File: config.mk
export PLATFORM = sky130hd
export DESIGN_NAME = my_srl_fifo
export DESIGN_NICKNAME = d
export VERILOG_FILES = /design/src/rtl/my_srl_pkg.sv /design/src/rtl/my_srl_mem.sv /design/src/rtl/my_srl_fifo.sv
export SDC_FILE = /design/constraint.sdc
export NUM_CORES = 1
export LEC_CHECK = 0
export ABC_AREA = 0
export CAP_MARGIN = 10
export CORE_MARGIN = 10
export CORE_UTILIZATION = 50
export CTS_CLUSTER_DIAMETER = 40
export DETAILED_ROUTE_END_ITERATION = 12
export PLACE_DENSITY = 0.77
export SKIP_LAST_GASP = 1
export SLEW_MARGIN = 10
export SYNTH_ARGS = -nofsm -noshare
export SYNTH_HDL_FRONTEND = slang
export SYNTH_HIERARCHICAL = 1
export SYNTH_SLANG_ARGS = --single-unit
File: constraint.sdc
create_clock -name CLK -period 4.3 [get_ports CLK]
set_clock_uncertainty 0.05 [all_clocks]
set_input_delay 0.645 -clock CLK [delete_from_list [all_inputs] [get_ports CLK]]
set_output_delay 0.645 -clock CLK [all_outputs]
set_load 0.02 [all_outputs]
File: src/rtl/my_srl_pkg.sv
// rtl/my_srl_pkg.sv - shared constants and address-width helper for the SRL FIFO
package my_srl_pkg;

  localparam int SRL_MAX_DEPTH = 32;

  // A 2-entry shift register still needs one address bit.
  function automatic int srl_aw(input int depth);
    return (depth <= 2) ? 1 : $clog2(depth);
  endfunction

endpackage

File: src/rtl/my_srl_mem.sv
// rtl/my_srl_mem.sv - parametric addressable shift register (SRL16E generalisation), no reset
module my_srl_mem
  import my_srl_pkg::*;
#(
  parameter int WIDTH = 8,
  parameter int DEPTH = 16,
  parameter int AW    = srl_aw(DEPTH)
) (
  input  logic             clk_i,
  input  logic             ce_i,
  input  logic [WIDTH-1:0] d_i,
  input  logic [AW-1:0]    a_i,
  output logic [WIDTH-1:0] q_o
);

  logic [WIDTH-1:0] mem_q [DEPTH];

  always_ff @(posedge clk_i) begin
    if (ce_i) begin
      mem_q[0] <= d_i;
      for (int i = 1; i < DEPTH; i++) begin
        mem_q[i] <= mem_q[i-1];
      end
    end
  end

  assign q_o = mem_q[a_i];

endmodule

File: src/rtl/my_srl_fifo.sv
// rtl/my_srl_fifo.sv - FWFT valid/ready FIFO on an addressable shift register
// MY_SRL_FIFO_OUTREG_EN adds a registered head stage (capacity DEPTH+1, latency 2).
module my_srl_fifo
  import my_srl_pkg::*;
#(
  parameter int WIDTH = 8,
  parameter int DEPTH = 16,
  parameter int CW    = $clog2(DEPTH + 2)
) (
  input  logic             CLK,
  input  logic             CLR,
  input  logic             in_valid,
  output logic             in_ready,
  input  logic [WIDTH-1:0] in_data,
  output logic             out_valid,
  input  logic             out_ready,
  output logic [WIDTH-1:0] out_data,
  output logic [CW-1:0]    count,
  output logic             full,
  output logic             empty
);

  localparam int AW = srl_aw(DEPTH);
`ifdef MY_SRL_FIFO_OUTREG_EN
  localparam int CAP_INT = DEPTH + 1;
`else
  localparam int CAP_INT = DEPTH;
`endif
  localparam logic [CW-1:0] CAP = CW'(CAP_INT);

  if (DEPTH < 2 || DEPTH > SRL_MAX_DEPTH || (DEPTH & (DEPTH - 1)) != 0) begin : g_bad_depth
    $error("my_srl_fifo: DEPTH must be a power of 2 in 2..32");
  end

  logic             push;
  logic             pop;
  logic [CW-1:0]    count_q;
  logic [CW-1:0]    count_d;
  logic [AW-1:0]    srl_addr;
  logic [WIDTH-1:0] srl_q;

  // Handshake flags come from registered state only.
  assign in_ready = (count_q != CAP);
  assign full     = ~in_ready;
  assign empty    = (count_q == '0);
  assign count    = count_q;
  assign push     = in_valid & in_ready;
  assign pop      = out_valid & out_ready;

  always_comb begin
    count_d = count_q;
    case ({push, pop})
      2'b10:   count_d = count_q + 1'b1;
      2'b01:   count_d = count_q - 1'b1;
      default: count_d = count_q;
    endcase
  end

  always_ff @(posedge CLK or posedge CLR) begin
    if (CLR) begin
      count_q <= '0;
    end else begin
      count_q <= count_d;
    end
  end

  my_srl_mem #(
    .WIDTH (WIDTH),
    .DEPTH (DEPTH),
    .AW    (AW)
  ) u_mem (
    .clk_i (CLK),
    .ce_i  (push),
    .d_i   (in_data),
    .a_i   (srl_addr),
    .q_o   (srl_q)
  );

`ifdef MY_SRL_FIFO_OUTREG_EN
  logic [CW-1:0]    srl_cnt_q;
  logic [CW-1:0]    srl_cnt_d;
  logic             head_vld_q;
  logic             head_vld_d;
  logic [WIDTH-1:0] head_q;
  logic [WIDTH-1:0] head_d;
  logic             load;

  // Refill the head whenever it is vacant or leaving and the SRL has data.
  assign load     = (srl_cnt_q != '0) & (~head_vld_q | pop);
  assign srl_addr = AW'(srl_cnt_q - 1'b1);

  always_comb begin
    srl_cnt_d  = srl_cnt_q;
    head_vld_d = head_vld_q;
    head_d     = head_q;
    case ({push, load})
      2'b10:   srl_cnt_d = srl_cnt_q + 1'b1;
      2'b01:   srl_cnt_d = srl_cnt_q - 1'b1;
      default: srl_cnt_d = srl_cnt_q;
    endcase
    if (load) begin
      head_vld_d = 1'b1;
      head_d     = srl_q;
    end else if (pop) begin
      head_vld_d = 1'b0;
    end
  end

  always_ff @(posedge CLK or posedge CLR) begin
    if (CLR) begin
      srl_cnt_q  <= '0;
      head_vld_q <= 1'b0;
      head_q     <= '0;
    end else begin
      srl_cnt_q  <= srl_cnt_d;
      head_vld_q <= head_vld_d;
      head_q     <= head_d;
    end
  end

  assign out_valid = head_vld_q;
  assign out_data  = head_q;
`else
  assign srl_addr  = AW'(count_q - 1'b1);
  assign out_valid = (count_q != '0);
  assign out_data  = srl_q;
`endif

endmodule

==> summary.md, run 1 <==
| Metric | Value |
|---|---|
| Die Footprint | 15000 um^2 |
| # DRC | 0 |
| P_leak | 2.15 nW |
| Antenna violations before repair | 0 |
| # hold bufs at CTS | 0 |
| TritonRoute pass-1 iters | 5 |
| Simple-Gate Fraction of Synth Area | 2.69% |
| Vias per cell | 5.83 |
| Min Hold Slack | 0.277 ns |
| Adder-cell share of the synthesized area | less than 1% |
| Core ar. | 10300 um^2 |
| DP Wirelength | 5.23 mm |
| Netlist cell types | 27 |
| Die W | between 100 and 150 um |
| Seq cells post-synth | around 130 |
| CP cell instances | clkinv_1 -> ha_1 -> inv_1 -> buf_4 -> mux4_1 -> a22oi_1 -> nand2_1 -> clkdlybuf4s50_1 |
| RSZ-0062 raised after global routing | no |
| Nets | 292 |
| Async S/R FF share, synth | approximately 3.8% |
| Worst Tran Pin Value | 0.854 ns |
| Final setup violation count | 0 |
| MaxCap Viol Count | 0 |
| H-tree depth | 4 |
| Reg2reg start | count[0]$_DFFE_PP0P_ |
| Via count of the first global-routing pass | 2565 |
| Most frequent cells in the layout | 128 x edfxtp_1, 28 x clkdlybuf4s50_1, 18 x mux4_2, 16 x clkbuf_16, 16 x a22oi_1 |
| Final worst slack | 0.363 ns |
| Antenna cells | 0 |
| Outcome | finished clean |
| Root Buffer | clkbuf_8 |
| Largest net degree at the start of global routing | 66 |
| Avg WL per Cell | 21.1 um |
| Buf+Inv Stages, Crit Path | 4 |
| R2R Setup Slk | 1.54 ns |
| R2R depth | 6 |
| Starting density of the core | 51.1% |
| Hold Crit Class | in2async |
| Final Hold Viols | 0 |
| # clock sinks | 133 |
| CP max stage delay | 0.55 ns |
| Worst skew pair latency | 0.51 ns |
| IO buf count | 28 |
| # rows | 37 |
| Syn. warnings | 6 |
| Yosys top cell area share | between 70 and 80% |
| GRT Total Usage | about an eighth |
| Reg2reg end | u_mem/mem_q[7][6]$_DFFE_PP_ |
| Power per cell area | 806 nW/um^2 |
| Area Growth Syn to Fin | 18.0% |
| DRT iter0 DRCs | 218 |
| Crit-path slowest cell | clkdlybuf4s50_1 |
| Critical Path Sink Type | output pin |
| First-pass GRT wire length | 14.6 mm |
| DRT Wirelength | 8.98 mm |
| Synthesized area | 5260 um^2 |
| Critical path type | reg2out |
| I/O pin count | 29 |
| Slew Viols, Final | 0 |
| Non-filler instance count after layout | 426 |
| Sequential cell area fraction in the yosys report | 75.5% |
| CP top delay family | buffers and inverters |
| Setup TNS | 0 ns |
| Mux contribution to synthesized area | between 10% and 20% |
| TritonCTS clock tree | yes |
| Fmax | 0.254 GHz |
| Critical path peak fanout | 32 |
| Grt ovf | 0 |
| DR vias | around 2500 |
| Syn_nets | about 250 |
| Most common cell after layout, fill and taps aside | edfxtp_1 |
| Post-synth EDFFs | 128 |
| Max Root-Sink Buffers | 2 |
| Synth Flop Type | edfxtp_1 |
| Syn avg cell area | 22.2 um^2 |
| WP data required | between 3 and 4 ns |
| Synth area leaders | edfxtp_1 73%, mux4_2 7.7%, mux4_1 7.0%, dfrtp_1 2.4%, a22oi_1 2.3% |
| Tmin final | approximately 3.9 ns |
| Max VDD drop | 0.462 mV |
| DP Cell Count | 394 |
| Xor-xnor portion of the synthesized cell area | about 1.2% |
| Arr. time, crit path | 3.24 ns |
| Clock buffer count from CTS | 17 |
| Final Util | 60.3% |
| Die extent in y | 123 um |
| Final period util | between 90% and 100% |
| Worst-path clk slew | about 0.06 ns |
| Relative slew slack | 43.1% |
| Cells after Synth | between 200 and 250 |
| Share of cells above drive strength 1 | 19.0% |
| ANT nets after route | 0 |
| Synth Area in Compound Gates | 2.64% |
| Post-CTS Setup Repair Bufs | 0 |
| Yosys top cell by area | edfxtp_1 |
| GPL Wtd Cong | 0.733 |
| Cts repair resizes | 0 |
| Critical path origin | count[0]$_DFFE_PP0P_ |
| Pre-CTS worst setup slack | 0.893 ns |
| Fill cell count | 723 |
| Worst Setup Start Kind | flip-flop |
| Largest family of logic cells by synthesized area | multiplexers |
-- state kept, by name, summed over array words and instances, names as in the netlist --
name and flops:
u_mem/mem_q 128, count 5
-- cell families (layout without fill, tap and decap cells) --
family | count (synthesis) | in the layout
muxes | 33 | 33
xor gates and xnor gates | 7 | 7
and+or+nand+nor | 24 | 24
DFF | 133 | 133
buffers and inverters | 18 | 71
AOI/OAI and AO/OA | 19 | 19
adders and majority gates | 3 | 3
-- metal layers --
metal  vias to the layer above  global-route usage, %  wire [um]
met5                         -                      0          0
met1                      1321                   17.3       3970
met4                         0                   5.67         95
met2                        71                   19.1       4550
met3                         6                   3.44        361
li1                       1084                      -          -
-- worst max path at each step --
stage,to,cells past startpoint
after floorplan,u_mem/mem_q[0][0]$_DFFE_PP_,5
after global placement,out_data[5],8
after detailed placement,out_data[5],8
after CTS,out_data[5],8
after global routing,out_data[5],8
final,out_data[5],8
-- synth_stat cells, types with 2 or more instances --
master,number
edfxtp_1,128
mux4_2,18
a22oi_1,16
mux4_1,14
nand2_1,11
inv_1,7
dfrtp_1,5
buf_6,4
xnor2_1,4
buf_2,3
clkdlybuf4s25_2,3
ha_1,3
xor2_1,3
and2_1,2
and2b_1,2
nor2_1,2
nor2b_1,2
-- per-stage QoR --
stage | area (um^2) | power [W]
final | 6200 | 0.00500
after floorplan | 5260 | 0.00309
after detailed placement | 5650 | 0.00372
after global routing | 6200 | 0.00524
after global placement | 5650 | 0.00368
after CTS | 6200 | 0.00506
-- final cells by class --
type                    instances  area [um^2]  share of cell area [%]
flip-flops and latches        133         3970                    64.0
inverters                       7         26.3                   0.424
clock inverters                15          135                    2.18
multi-input cells              86         1160                    18.8
well taps                     136          170                    2.74
repair buffers                 32          323                    5.20
clock buffers                  17          414                    6.68
-- power breakdown --
part	total, W	switching [W]	internal (W)	leakage, nW
Clock	0.00131	0.000547	0.000766	0.248
Sequential	0.00179	0.000127	0.00167	1.31
Combinational	0.00189	0.00100	0.000889	0.592
Total	0.00500	0.00168	0.00332	2.15
Power figures use the tool's default switching activity.
==> run 2: changes to the inputs <==
SLEW_MARGIN = unset   (was 10)
==> results of run 2 <==
No change in the layout: final DEF, timing and power equal those of run 1.
